==> config.mk <==
export PLATFORM = sky130hd
export DESIGN_NAME = uart_core_param_flat
export DESIGN_NICKNAME = d
export VERILOG_FILES = /design/src/rtl/uart_core_param_if.sv /design/src/rtl/uart_core_param.sv /design/src/flat_wrapper.sv
export SDC_FILE = /design/constraint.sdc
export NUM_CORES = 1
export LEC_CHECK = 0
export ABC_AREA = 1
export ABC_CLOCK_PERIOD_IN_PS = 2370
export BUFFER_PORTS_ARGS = -buffer_cell sky130_fd_sc_hd__buf_2
export CAP_MARGIN = 20
export CORE_MARGIN = 10
export CORE_UTILIZATION = 60
export CTS_BUF_LIST = sky130_fd_sc_hd__clkbuf_4
export CTS_CLUSTER_SIZE = 12
export DETAILED_ROUTE_END_ITERATION = 10
export PLACE_DENSITY = 0.81
export SYNTH_ARGS = -nofsm -noshare
export SYNTH_HDL_FRONTEND = slang
export SYNTH_SLANG_ARGS = --single-unit
==> constraint.sdc <==
create_clock -name clk -period 2.37 [get_ports clk]
set_input_delay 0.237 -clock clk [delete_from_list [all_inputs] [get_ports clk]]
set_output_delay 0.237 -clock clk [all_outputs]
set_load 0.005 [all_outputs]
==> src/rtl/uart_core_param_if.sv <==
// Host-side handshake bundle for uart_core_param: TX request/accept and RX delivery/status.
interface uart_core_param_if #(parameter int DATA_W = 8);
  logic [DATA_W-1:0] tx_data;
  logic              tx_valid;
  logic              tx_ready;
  logic              tx_busy;
  logic [DATA_W-1:0] rx_data;
  logic              rx_valid;
  logic              rx_ready;
  logic              rx_frame_err;
  logic              rx_parity_err;
  logic              rx_overrun;
  logic              rx_break;

  modport master (
    output tx_data, tx_valid, rx_ready,
    input  tx_ready, tx_busy, rx_data, rx_valid, rx_frame_err, rx_parity_err, rx_overrun, rx_break
  );
  modport slave (
    input  tx_data, tx_valid, rx_ready,
    output tx_ready, tx_busy, rx_data, rx_valid, rx_frame_err, rx_parity_err, rx_overrun, rx_break
  );
endinterface

==> src/rtl/uart_core_param.sv <==
// Full-duplex UART: runtime divisor/parity/stop bits, OVS-oversampled RX with glitch rejection.
// Define UART_BREAK_DETECT_EN to report all-zero frames as rx_break instead of data.
module uart_core_param #(
  parameter int DATA_W = 8,
  parameter int OVS    = 16,
  parameter int DIV_W  = 16
) (
  input  logic             clk,
  input  logic             rst,
  input  logic [DIV_W-1:0] baud_div,
  input  logic [1:0]       cfg_parity,
  input  logic             cfg_stop2,
  output logic             tx,
  input  logic             rx,
  uart_core_param_if.slave bus
);
  localparam int TW = $clog2(OVS);
  localparam int BW = $clog2(DATA_W);
  localparam logic [TW-1:0] T_LAST = TW'(OVS - 1);
  localparam logic [TW-1:0] T_HALF = TW'(OVS / 2 - 1);
  localparam logic [BW-1:0] B_LAST = BW'(DATA_W - 1);
`ifdef UART_BREAK_DETECT_EN
  localparam bit BRK_EN = 1'b1;
`else
  localparam bit BRK_EN = 1'b0;
`endif

  // ---------------- oversample tick ----------------
  logic [DIV_W-1:0] div_cnt, div_last;
  logic             tick;

  assign div_last = (baud_div == '0) ? '0 : baud_div - DIV_W'(1);
  // >= keeps the counter bounded if baud_div shrinks mid-count
  assign tick     = (div_cnt >= div_last);

  always_ff @(posedge clk or posedge rst)
    if (rst) div_cnt <= '0;
    else     div_cnt <= tick ? '0 : div_cnt + DIV_W'(1);

  // ---------------- transmitter ----------------
  typedef enum logic [2:0] {TX_IDLE, TX_START, TX_DATA, TX_PAR, TX_STOP1, TX_STOP2} tx_st_t;
  tx_st_t            tx_st, tx_st_n;
  logic [TW-1:0]     tx_tc, tx_tc_n;
  logic [BW-1:0]     tx_bc, tx_bc_n;
  logic [DATA_W-1:0] tx_sh, tx_sh_n;
  logic              tx_pen, tx_pen_n, tx_pbit, tx_pbit_n, tx_s2, tx_s2_n, tx_n;
  logic              tx_bit_end;

  assign tx_bit_end = tick && (tx_tc == T_LAST);

  always_comb begin
    tx_st_n   = tx_st;
    tx_tc_n   = tx_tc;
    tx_bc_n   = tx_bc;
    tx_sh_n   = tx_sh;
    tx_pen_n  = tx_pen;
    tx_pbit_n = tx_pbit;
    tx_s2_n   = tx_s2;
    tx_n      = 1'b1;
    if (tick) tx_tc_n = tx_bit_end ? '0 : tx_tc + TW'(1);
    case (tx_st)
      TX_IDLE: begin
        tx_tc_n = '0;
        tx_bc_n = '0;
        if (bus.tx_valid) begin
          tx_st_n   = TX_START;
          tx_sh_n   = bus.tx_data;
          tx_pen_n  = (cfg_parity == 2'b01) || (cfg_parity == 2'b10);
          tx_pbit_n = (cfg_parity == 2'b10) ? ~^bus.tx_data : ^bus.tx_data;
          tx_s2_n   = cfg_stop2;
        end
      end
      TX_START: if (tx_bit_end) tx_st_n = TX_DATA;
      TX_DATA: if (tx_bit_end) begin
        tx_sh_n = tx_sh >> 1;
        tx_bc_n = tx_bc + BW'(1);
        if (tx_bc == B_LAST) tx_st_n = tx_pen ? TX_PAR : TX_STOP1;
      end
      TX_PAR:   if (tx_bit_end) tx_st_n = TX_STOP1;
      TX_STOP1: if (tx_bit_end) tx_st_n = tx_s2 ? TX_STOP2 : TX_IDLE;
      TX_STOP2: if (tx_bit_end) tx_st_n = TX_IDLE;
      default:  tx_st_n = TX_IDLE;
    endcase
    // line level follows the state being entered so tx is a clean flop output
    case (tx_st_n)
      TX_START: tx_n = 1'b0;
      TX_DATA:  tx_n = tx_sh_n[0];
      TX_PAR:   tx_n = tx_pbit_n;
      default:  tx_n = 1'b1;
    endcase
  end

  always_ff @(posedge clk or posedge rst)
    if (rst) begin
      tx_st   <= TX_IDLE;
      tx_tc   <= '0;
      tx_bc   <= '0;
      tx_sh   <= '0;
      tx_pen  <= 1'b0;
      tx_pbit <= 1'b0;
      tx_s2   <= 1'b0;
      tx      <= 1'b1;
    end else begin
      tx_st   <= tx_st_n;
      tx_tc   <= tx_tc_n;
      tx_bc   <= tx_bc_n;
      tx_sh   <= tx_sh_n;
      tx_pen  <= tx_pen_n;
      tx_pbit <= tx_pbit_n;
      tx_s2   <= tx_s2_n;
      tx      <= tx_n;
    end

  assign bus.tx_ready = (tx_st == TX_IDLE);
  assign bus.tx_busy  = (tx_st != TX_IDLE);

  // ---------------- receiver ----------------
  logic rx_m, rx_s, rx_d;

  always_ff @(posedge clk or posedge rst)
    if (rst) begin
      rx_m <= 1'b1;
      rx_s <= 1'b1;
      rx_d <= 1'b1;
    end else begin
      rx_m <= rx;
      rx_s <= rx_m;
      rx_d <= rx_s;
    end

  typedef enum logic [2:0] {RX_IDLE, RX_START, RX_DATA, RX_PAR, RX_STOP, RX_BRK} rx_st_t;
  rx_st_t            rx_st, rx_st_n;
  logic [TW-1:0]     rx_tc, rx_tc_n;
  logic [BW-1:0]     rx_bc, rx_bc_n;
  logic [DATA_W-1:0] rx_sh, rx_sh_n;
  logic              rx_pen, rx_pen_n, rx_odd, rx_odd_n, rx_pbit, rx_pbit_n;
  logic              rx_samp, rx_done, rx_ferr_n, rx_perr_n, rx_brk_n, rx_zero;

  assign rx_samp = tick && (rx_tc == T_LAST);
  assign rx_zero = !rx_s && (rx_sh == '0) && !(rx_pen && rx_pbit);

  always_comb begin
    rx_st_n   = rx_st;
    rx_tc_n   = rx_tc;
    rx_bc_n   = rx_bc;
    rx_sh_n   = rx_sh;
    rx_pen_n  = rx_pen;
    rx_odd_n  = rx_odd;
    rx_pbit_n = rx_pbit;
    rx_done   = 1'b0;
    rx_ferr_n = 1'b0;
    rx_perr_n = 1'b0;
    rx_brk_n  = 1'b0;
    if (tick) rx_tc_n = rx_samp ? '0 : rx_tc + TW'(1);
    case (rx_st)
      RX_IDLE: begin
        rx_tc_n   = '0;
        rx_bc_n   = '0;
        rx_pbit_n = 1'b0;
        if (rx_d && !rx_s) begin
          rx_st_n  = RX_START;
          rx_pen_n = (cfg_parity == 2'b01) || (cfg_parity == 2'b10);
          rx_odd_n = (cfg_parity == 2'b10);
        end
      end
      // half a bit in: still low means a real start bit, and aligns later samples to bit centres
      RX_START: if (tick && rx_tc == T_HALF) begin
        rx_tc_n = '0;
        rx_st_n = rx_s ? RX_IDLE : RX_DATA;
      end
      RX_DATA: if (rx_samp) begin
        rx_sh_n = {rx_s, rx_sh[DATA_W-1:1]};
        rx_bc_n = rx_bc + BW'(1);
        if (rx_bc == B_LAST) rx_st_n = rx_pen ? RX_PAR : RX_STOP;
      end
      RX_PAR: if (rx_samp) begin
        rx_pbit_n = rx_s;
        rx_st_n   = RX_STOP;
      end
      RX_STOP: if (rx_samp) begin
        if (BRK_EN && rx_zero) begin
          rx_brk_n = 1'b1;
          rx_st_n  = RX_BRK;
        end else begin
          rx_done   = 1'b1;
          rx_ferr_n = !rx_s;
          rx_perr_n = rx_pen && (rx_pbit ^ (^rx_sh) ^ rx_odd);
          rx_st_n   = RX_IDLE;
        end
      end
      RX_BRK:  if (rx_s) rx_st_n = RX_IDLE;
      default: rx_st_n = RX_IDLE;
    endcase
  end

  logic [DATA_W-1:0] rx_data_q;
  logic              rx_vld_q, rx_ferr_q, rx_perr_q, rx_ov_q, rx_brk_q;

  always_ff @(posedge clk or posedge rst)
    if (rst) begin
      rx_st     <= RX_IDLE;
      rx_tc     <= '0;
      rx_bc     <= '0;
      rx_sh     <= '0;
      rx_pen    <= 1'b0;
      rx_odd    <= 1'b0;
      rx_pbit   <= 1'b0;
      rx_data_q <= '0;
      rx_vld_q  <= 1'b0;
      rx_ferr_q <= 1'b0;
      rx_perr_q <= 1'b0;
      rx_ov_q   <= 1'b0;
      rx_brk_q  <= 1'b0;
    end else begin
      rx_st    <= rx_st_n;
      rx_tc    <= rx_tc_n;
      rx_bc    <= rx_bc_n;
      rx_sh    <= rx_sh_n;
      rx_pen   <= rx_pen_n;
      rx_odd   <= rx_odd_n;
      rx_pbit  <= rx_pbit_n;
      rx_ov_q  <= 1'b0;
      rx_brk_q <= rx_brk_n;
      // a completion coinciding with a handshake replaces the held word
      if (rx_done && rx_vld_q && !bus.rx_ready) begin
        rx_ov_q <= 1'b1;
      end else if (rx_done) begin
        rx_data_q <= rx_sh;
        rx_ferr_q <= rx_ferr_n;
        rx_perr_q <= rx_perr_n;
        rx_vld_q  <= 1'b1;
      end else if (rx_vld_q && bus.rx_ready) begin
        rx_vld_q <= 1'b0;
      end
    end

  assign bus.rx_data       = rx_data_q;
  assign bus.rx_valid      = rx_vld_q;
  assign bus.rx_frame_err  = rx_ferr_q;
  assign bus.rx_parity_err = rx_perr_q;
  assign bus.rx_overrun    = rx_ov_q;
  assign bus.rx_break      = rx_brk_q;
endmodule

==> src/flat_wrapper.sv <==
// flat-port wrapper written by rule: the top's interface ports become plain ports
module uart_core_param_flat 
#(
  parameter int DATA_W = 8,
  parameter int OVS    = 16,
  parameter int DIV_W  = 16
)
  (clk, rst, baud_div, cfg_parity, cfg_stop2, tx, rx, bus_tx_data, bus_tx_valid, bus_rx_ready, bus_tx_ready, bus_tx_busy, bus_rx_data, bus_rx_valid, bus_rx_frame_err, bus_rx_parity_err, bus_rx_overrun, bus_rx_break);
  uart_core_param_if #(.DATA_W(DATA_W)) bus_i ();
  input  logic clk;
  input  logic rst;
  input  logic [DIV_W-1:0] baud_div;
  input  logic [1:0] cfg_parity;
  input  logic cfg_stop2;
  output logic tx;
  input  logic rx;
  input wire logic [$bits(bus_i.tx_data)-1:0] bus_tx_data;
  input wire logic [$bits(bus_i.tx_valid)-1:0] bus_tx_valid;
  input wire logic [$bits(bus_i.rx_ready)-1:0] bus_rx_ready;
  output wire logic [$bits(bus_i.tx_ready)-1:0] bus_tx_ready;
  output wire logic [$bits(bus_i.tx_busy)-1:0] bus_tx_busy;
  output wire logic [$bits(bus_i.rx_data)-1:0] bus_rx_data;
  output wire logic [$bits(bus_i.rx_valid)-1:0] bus_rx_valid;
  output wire logic [$bits(bus_i.rx_frame_err)-1:0] bus_rx_frame_err;
  output wire logic [$bits(bus_i.rx_parity_err)-1:0] bus_rx_parity_err;
  output wire logic [$bits(bus_i.rx_overrun)-1:0] bus_rx_overrun;
  output wire logic [$bits(bus_i.rx_break)-1:0] bus_rx_break;
  assign bus_i.tx_data = bus_tx_data;
  assign bus_i.tx_valid = bus_tx_valid;
  assign bus_i.rx_ready = bus_rx_ready;
  assign bus_tx_ready = bus_i.tx_ready;
  assign bus_tx_busy = bus_i.tx_busy;
  assign bus_rx_data = bus_i.rx_data;
  assign bus_rx_valid = bus_i.rx_valid;
  assign bus_rx_frame_err = bus_i.rx_frame_err;
  assign bus_rx_parity_err = bus_i.rx_parity_err;
  assign bus_rx_overrun = bus_i.rx_overrun;
  assign bus_rx_break = bus_i.rx_break;
  uart_core_param #(.DATA_W(DATA_W), .OVS(OVS), .DIV_W(DIV_W)) u_core (.clk(clk), .rst(rst), .baud_div(baud_div), .cfg_parity(cfg_parity), .cfg_stop2(cfg_stop2), .tx(tx), .rx(rx), .bus(bus_i));
endmodule
# --- Word-level counts from Yosys, hierarchy flattened ---
# Cells that the tools add are included.
totals:
  ff_bits: 74
op_classes:
  n_reduce_logical: 33
  add_sub_neg: 6
  eq_ne: 29
  magnitude_cmp: 1
  n_bitwise: 3
  muxes: 51
op_table:
  columns: ["operator", "n"]
  rows:
  - ["$mux W3", 19]
  - ["$pmux W3 S6", 2]
  - ["$mux W16", 2]
  - ["$mux W4", 6]
  - ["$eq A3 B2 Y1 const B", 6]
  - ["$eq A3 B3 Y1 const B", 6]
  - ["$add A16 B1 Y16 const B", 1]
  - ["$ge A16 B16 Y1", 1]
  - ["$logic_not A16 Y1", 1]
  - ["$mux W8", 2]
  - ["$ne A2 B1 Y1 const B", 8]
  - ["$pmux W8 S2", 1]
  - ["$reduce_and A2 Y1", 8]
  - ["$reduce_xor A8 Y1", 2]
  - ["$sub A16 B1 Y16 const B", 1]
  - ["$mux W1", 13]
  - ["$pmux W3 S2", 2]
  - ["$reduce_bool A2 Y1", 5]
  - ["$eq A3 B1 Y1 const B", 3]
  - ["$add A4 B1 Y4 const B", 2]
  - ["$eq A4 B4 Y1 const B", 2]
  - ["$logic_and A1 B1 Y1", 8]
  - ["$pmux W4 S2", 1]
  - ["$reduce_xnor A8 Y1", 1]
  - ["16 further kinds", 20]

# --- Depth between registers and ports, before layout ---
# Gate-level depths: netlist of the first run.
logic_depth:
  ltp_word: 10
  mapped_depth: 26

# --- Worst setup path before layout of the first run ---
# Ideal clock, no wire load.
synth_timing:
  path_type: "input-to-reg"
  start: "in baud_div[0]"
  end: "reg u_core.rx_data_q[7], in the netlist u_core.bus.rx_data[7]"
  arrival_ps: 2543
  path_stages: 21
  slack_ps: -290
  cell_sequence: "inv_1 > ha_1 > inv_1 > nor2_4 > inv_1 > nor2_2 > inv_1 > nor2_1 > nand3_1 > a21o_1 > ha_1 > nand2_1 > nor3_1 > nand2_1 > nand2_2 > nand2_2 > nor2_4 > nand2_2 > buf_6 > nand2_1 > o21ai_2"
synth_via:
  elab_chain_cells: 10
  word_cells_on_any_way: 11
synth_rtl:
  columns: ["element", "line_no", "text"]
  rows:
  - ["start: declaration", "flat_wrapper.sv:12", "input logic [DIV_W-1:0] baud_div;"]
  - ["$sub A16 B1 Y16 / $logic_not A16 Y1 (equally long branches)", "uart_core_param.sv:32", "assign div_last = (baud_div == '0) ? '0 : baud_div - DIV_W'(1);"]
  - ["$mux W16 *", "uart_core_param.sv:32", null]
  - ["$ge A16 B16 Y1 *", "uart_core_param.sv:34", "assign tick = (div_cnt >= div_last);"]
  - ["$logic_and A1 B1 Y1 *", "uart_core_param.sv:139", "assign rx_samp = tick && (rx_tc == T_LAST);"]
  - ["$mux W1 *", "uart_core_param.sv:180", "RX_STOP: if (rx_samp) begin"]
  - ["$mux W1 *", "uart_core_param.sv:155", "case (rx_st)"]
  - ["$logic_and A1 B1 Y1 (2 in series)", "uart_core_param.sv:225", "if (rx_done && rx_vld_q && !bus.rx_ready) begin"]
  - ["$not A1 Y1 (no line)", null, null]
  - ["$reduce_and A2 Y1 (no line) *", null, null]
  - ["end signal: assignment", "uart_core_param.sv:228", "rx_data_q <= rx_sh;"]
  - ["end: declaration", "uart_core_param.sv:196", "logic [DATA_W-1:0] rx_data_q;"]
# Every way passes the cells marked *; elsewhere a longest branch is shown, timed or not.
# A chain may end at the register's enable or synchronous reset.

# --- Worst setup path in the final report of the first run ---
layout_timing:
  start: "in baud_div[10]"
  end: "reg u_core.rx_data_q[5], in the netlist u_core.bus.rx_data[5]"
# Same word-level chain as after synthesis.

==> results.toml, run 1 <==
[status]
status = "finished, violations left"
violations = "setup timing"

[detailed_routing]
drt_pass1_iterations = 5
vias = 4419
via_per_inst = 5.51
routed_wl_mm = 12.0
wire_per_inst_um = 14.9
route.detailed.drc = 0
drtIter0Drc = 303
route.antenna.remaining_nets = 0

[sta]
fmax_mhz = 392
tightest_slew_ns = 0.739
clock_skew_ns = 0.0142
fin_crit_ns = 2.55
setup_tns_ns = -4.89
period_share = 1.08
hold_viol_final = 0
slew_violations = 0
whs_ns = 0.0319
finalSetupViolCount = 53
fin_ws_ns = -0.178
maxSlewHeadroom = 0.506
rsz0062_at_grt = "yes"

[placement]
dpl.hpwl_mm = 7.88
dp.cells = 769
dpl_worst_slack_ns = -0.637
gp_congestion = 0.890
port_buffers = 46
placed_cell_area_um2 = 5380

[layout]
area.growth.synth_to_final_pct = 33.0
diodes = 0
instances_no_fill = 802
drive_gt1_frac = 0.361
nets = 756
fin_util = 0.833
fin_area_um2 = 6110

[power]
irDropWorstVdd_mv = 0.663
fin_total_pwr_mw = 4.27
power_density_nw_per_um2 = 699
leakage_nw = 3.05

[floorplanning]
start_util = 0.626
std_cell_rows = 31
dieArea_um2 = 11600
io_pins = 48
core_area_um2 = 7330
die_y_um = 107
die_w_um = 107

[synthesis]
ys_warn_count = 0
yosysTopAreaCellShare = 0.381
synth-seq-cells = 74
synthCells = 587
synth_seq_area_share = 0.404
yosys-top-cells-count = "nand2_1, inv_1, dfrtp_1"
yosys.area.top_type = "dfrtp_1"
ys_async_sr_fraction = 1.00
synth-edff-count = 0
synth_cell_types = 41
synth.most_common_cell = "nand2_1"
synth.area.top_cells = "dfrtp_1, nand2_1, ha_1"
synth_ff_type = "dfrtp_1"
synth_fp_nets = 645
synth.avg_cell_area_um2 = 7.82
netlist_area_um2 = 4590

[setup_path]
worstSetupPathType = "primary input to flop"
cp.arrival_ns = 2.88
cp-end-kind = "flop"
crit_required_ns = 2.70
cp_max_fo = 6
cp-start-kind = "primary input"

[clock_tree]
cts.clk_slew.worst_paths_ns = 0.12
cts_buffers = 9
cts-htree-levels = 3
clk_latency_ns = 0.42
cts_buffer_depth = 2
cts_tree = "built"
cts.sinks = 74
root_buffer = "clkbuf_4"

[global_routing]
grt.total_usage = 0.194
grt_max_degree = 75
antenna_found_initial = 0
grt_pass1_wl_mm = 18.9
grt-ovfl-total = 0
grt_pass1_vias = 4277

[hold_path]
hp-class = "primary input to flop"

[job]
drv_cap = 0
[per-layer routing]
| layer | share of wire | vias to the layer above | routed length [um] | global-route usage |
|---|---|---|---|---|
| li1 | - | 2132 | - | - |
| met2 | 0.53 | 138 | 6310 | 0.347 |
| met3 | 0.048 | 38 | 579 | 0.0395 |
| met5 | 0 | - | 0 | 0 |
| met4 | 0.027 | 0 | 325 | 0.0639 |
| met1 | 0.40 | 2111 | 4760 | 0.224 |
[critical path, cell delays in order]
cell and delay [ns]:
buf_2 0.10, nor2_1 0.17, nand2_1 0.11, buf_4 0.15, nor4_1 0.28, nand4_1 0.13
buf_4 0.19, o211ai_1 0.09, ha_1 0.18, nand4_1 0.18, nor3_4 0.17, nand2_2 0.10
nand2_4 0.13, nand2_4 0.10, nor2_4 0.12, buf_12 0.16, nand2_8 0.07, nand2_1 0.13
o21ai_2 0.06
[where the power goes]
group          leakage, nW  switching [mW]  internal (mW)  total, mW
sequential           0.967           0.240           1.53       1.77
clock               0.0835           0.445          0.426      0.871
combinational         2.00            1.00          0.628       1.63
total                 3.05            1.69           2.58       4.27
[area by class of cell]
| cell class | count | area [um2] |
|---|---|---|
| fill | 430 | 1220 |
| tap | 99 | 124 |
| clock inverter | 7 | 93.8 |
| timing repair buffer | 104 | 753 |
| inverter | 85 | 349 |
| clock buffer | 9 | 67.6 |
| sequential | 74 | 1860 |
| multi-input combinational | 424 | 2860 |
[cells in the final DEF, fill, tap and decap left out, types with 18 or more instances in the layout]
master,instances
buf_2,44
ha_1,21
nor2_1,34
nand2_2,18
a21oi_1,20
inv_1,68
nand2_1,125
nand3_1,28
dfrtp_1,70
buf_4,49
o21ai_0,18
[worst paths after layout]
| check | startpoint | to | slack (ns) | cells past startpoint |
|---|---|---|---|---|
| min in group asynchronous | rst | u_core.bus.rx_data[5] | 0.43 | 4 |
| worst min register to register | u_core.rx_m | u_core.rx_s | 0.37 | 0 |
| max in group asynchronous | rst | u_core.tx | 1.58 | 4 |
| worst max-delay path | baud_div[10] | u_core.bus.rx_data[5] | -0.18 | 19 |
| worst min-delay path | cfg_stop2 | u_core.tx_s2 | 0.03 | 3 |
| worst max register to register | u_core.div_cnt[9] | u_core.bus.rx_data[5] | 0.26 | 11 |
[cell families after synthesis]
family                     synth area share
other                              0.000817
muxes                               0.00218
DFF                                   0.404
adders and majority gates            0.0708
xor gates and xnor gates             0.0439
AOI/OAI and AO/OA                     0.102
buffers and inverters                0.0853
and+or+nand+nor                       0.290
[sequential cells by signal (all words and copies together), names as in the netlist, 3 cells and up]
register / cells
u_core.rx_st: 3
u_core.bus.rx_data: 8
u_core.rx_sh: 8
u_core.div_cnt: 16
u_core.rx_bc: 3
u_core.tx_tc: 4
u_core.tx_bc: 3
u_core.tx_st: 3
u_core.rx_tc: 4
u_core.tx_sh: 8
[what timing repair did]
action,in CTS,in global routing
resized for setup,26,63
hold endpoints to repair,71,0
hold buffers,2,0
setup buffers,6,4
pin swaps,15,10
gates cloned,4,1
setup endpoints to repair,56,66
Note: power is estimated with default switching activity, not from simulation.
==> inputs of run 2 (changes only) <==
Settings changed: ABC_CLOCK_PERIOD_IN_PS 2370 to 2100, CORE_UTILIZATION 60 to 55, PLACE_DENSITY 0.81 to 0.78.
Clock period 2.37 ns to 2.1 ns, I/O delays scaled along.
==> results.toml, run 2 (synthesized netlist as in run 1, its figures left out) <==
[status]
status = "finished, violations left"
violations = "setup timing"

[detailed_routing]
drt_pass1_iterations = 5
wire_per_inst_um = 15.1
vias = 4439
route.antenna.remaining_nets = 0
routed_wl_mm = 12.5
route.detailed.drc = 0
via_per_inst = 5.37
drtIter0Drc = 303

[layout]
fillCellCount = 519
final_cell_mix = "nand2_1, dfrtp_1, inv_1"
nets = 775
drive_gt1_frac = 0.416
diodes = 0
largest_reg_flops = 16
area.growth.synth_to_final_pct = 39.5
top_register = "u_core.div_cnt"
final_common_cell = "nand2_1"

[global_routing]
grt-ovfl-total = 0
grt_pass1_wl_mm = 19.1
antenna_found_initial = 0
grt_pass1_vias = 4302
grt.total_usage = 0.179
grt_max_degree = 75

[placement]
dpl_worst_slack_ns = -0.862
dpl.hpwl_mm = 7.87
gp_congestion = 0.880
port_buffers = 46

[sta]
hold_viol_final = 0
slew_violations = 0
rsz0062_at_grt = "yes"
fin_crit_ns = 2.57
tightest_slew_ns = 0.663
maxSlewHeadroom = 0.557
finalSetupViolCount = 66
period_share = 1.23
fmax_mhz = 389
setup_tns_ns = -23.62
fin_ws_ns = -0.474
clock_skew_ns = 0.0182

[power]
leakage_nw = 3.17
power_density_nw_per_um2 = 753
irDropWorstVdd_mv = 0.614

[setup_path]
cp.arrival_ns = 2.92
cp-end-kind = "flop"
path_cells = "buf_4 -> inv_12 -> ha_1 -> nand2_1 -> nor2_1 -> nand4_1 -> buf_4 -> nand2_1 -> ha_1 -> nand2_1 -> nand2_1 -> nand2_2 -> nand2_2 -> nor2_2 -> nand2_2 -> nand2_4 -> nand2_8 -> nand2_4 -> inv_4 -> buf_4 -> buf_4 -> a211oi_2"
worstSetupPathType = "primary input to flop"
crit_required_ns = 2.45
cp_max_fo = 5
max_stage_delay_ns = 0.24
slowest_stage = "ha_1"
cp-start-kind = "primary input"

[clock_tree]
cts.sinks = 74
cts_buffers = 9
cts-htree-levels = 3
cts_tree = "built"
cts.clk_slew.worst_paths_ns = 0.11
root_buffer = "clkbuf_4"
clk_latency_ns = 0.43
cts_buffer_depth = 2

[job]
drv_cap = 0

[hold_path]
hp-class = "primary input to flop"

[floorplanning]
die_w_um = 111
io_pins = 48
start_util = 0.562
dieArea_um2 = 12400
die_y_um = 111
std_cell_rows = 33
core_area_um2 = 8180
[run 2: cell count changes in the layout (fill, tap and decap cells not counted), moves of 3 or more]
cell | before | now
nand2_1 | 125 | 109
nand2_2 | 18 | 29
buf_4 | 49 | 59
o21ai_1 | 4 | 12
buf_6 | 4 | 10
nor2_2 | 14 | 19
nand2_4 | 13 | 17
nand3_1 | 28 | 24
nand3_2 | 8 | 12
nor2_1 | 34 | 30
o21ai_0 | 18 | 14
o21ai_2 | 17 | 14
[run 2: layout make-up]
cell class                      instances  area (um2)  area share
Clock inverter                          5        22.5     0.00352
Tap cell                              105         131      0.0205
Inverter                               85         359      0.0561
Multi-Input combinational cell        424        2990       0.467
Clock buffer                           11        82.6      0.0129
Timing Repair Buffer                  123         958       0.150
Sequential cell                        74        1860       0.290
[run 2: what timing repair did]
item,4_1_cts,5_1_grt
hold buffers,3,0
pin swaps,9,23
gates resized for setup,49,92
gates cloned,5,0
endpoints found under the setup margin,66,66
endpoints found under the hold margin,72,0
setup buffers,8,10
[run 2: per-layer routing]
metal,global-route usage,vias to the layer above,wire [um]
met1,0.207,2111,4880
met4,0.0746,0,319
li1,-,2168,-
met2,0.317,126,6750
met3,0.0322,34,513
met5,0,-,0
[run 2: report_power, final]
part | leakage [nW] | internal [mW] | switching, mW | total, mW
Clock | 0.0655 | 0.257 | 0.489 | 0.746
Sequential | 0.967 | 1.72 | 0.262 | 1.99
Combinational | 2.14 | 0.844 | 1.25 | 2.09
Total | 3.17 | 2.83 | 2.00 | 4.82
[run 2: worst paths after layout]
check | startpoint | cells after the start | endpoint | slack [ns]
max in group asynchronous | rst | 4 | u_core.rx_m | 1.35
min in group asynchronous | rst | 4 | u_core.div_cnt[0] | 0.37
worst min register to register | u_core.rx_m | 0 | u_core.rx_s | 0.36
worst max-delay path | baud_div[0] | 22 | u_core.rx_tc[3] | -0.47
worst max register to register | u_core.div_cnt[11] | 11 | u_core.bus.rx_data[5] | -0.06
worst min-delay path | bus_tx_data[5] | 3 | u_core.tx_sh[5] | 0.02
[run 2: stage by stage]
stage	hold slack [ns]	power [mW]	std cells	utilization	area (um2)
6_report	0.0246	4.82	827	0.783	6400
5_1_grt	0.0228	5.19	827	0.783	6400
4_1_cts	0.0172	4.53	817	0.723	5910
3_5_place_dp	0.318	3.71	785	0.668	5460
3_3_place_gp	0.317	3.61	785	0.668	5460
2_1_floorplan	0.214	3.17	587	-	4740
[run 2: worst max-delay path, delay by kind of cell]
kind,cells,cell delay (ns)
AND/OR/NAND/NOR,13,1.36
buffers and inverters,6,0.73
adder cells (fa/ha/maj),2,0.44
AO/OA/AOI/OAI,1,0.18
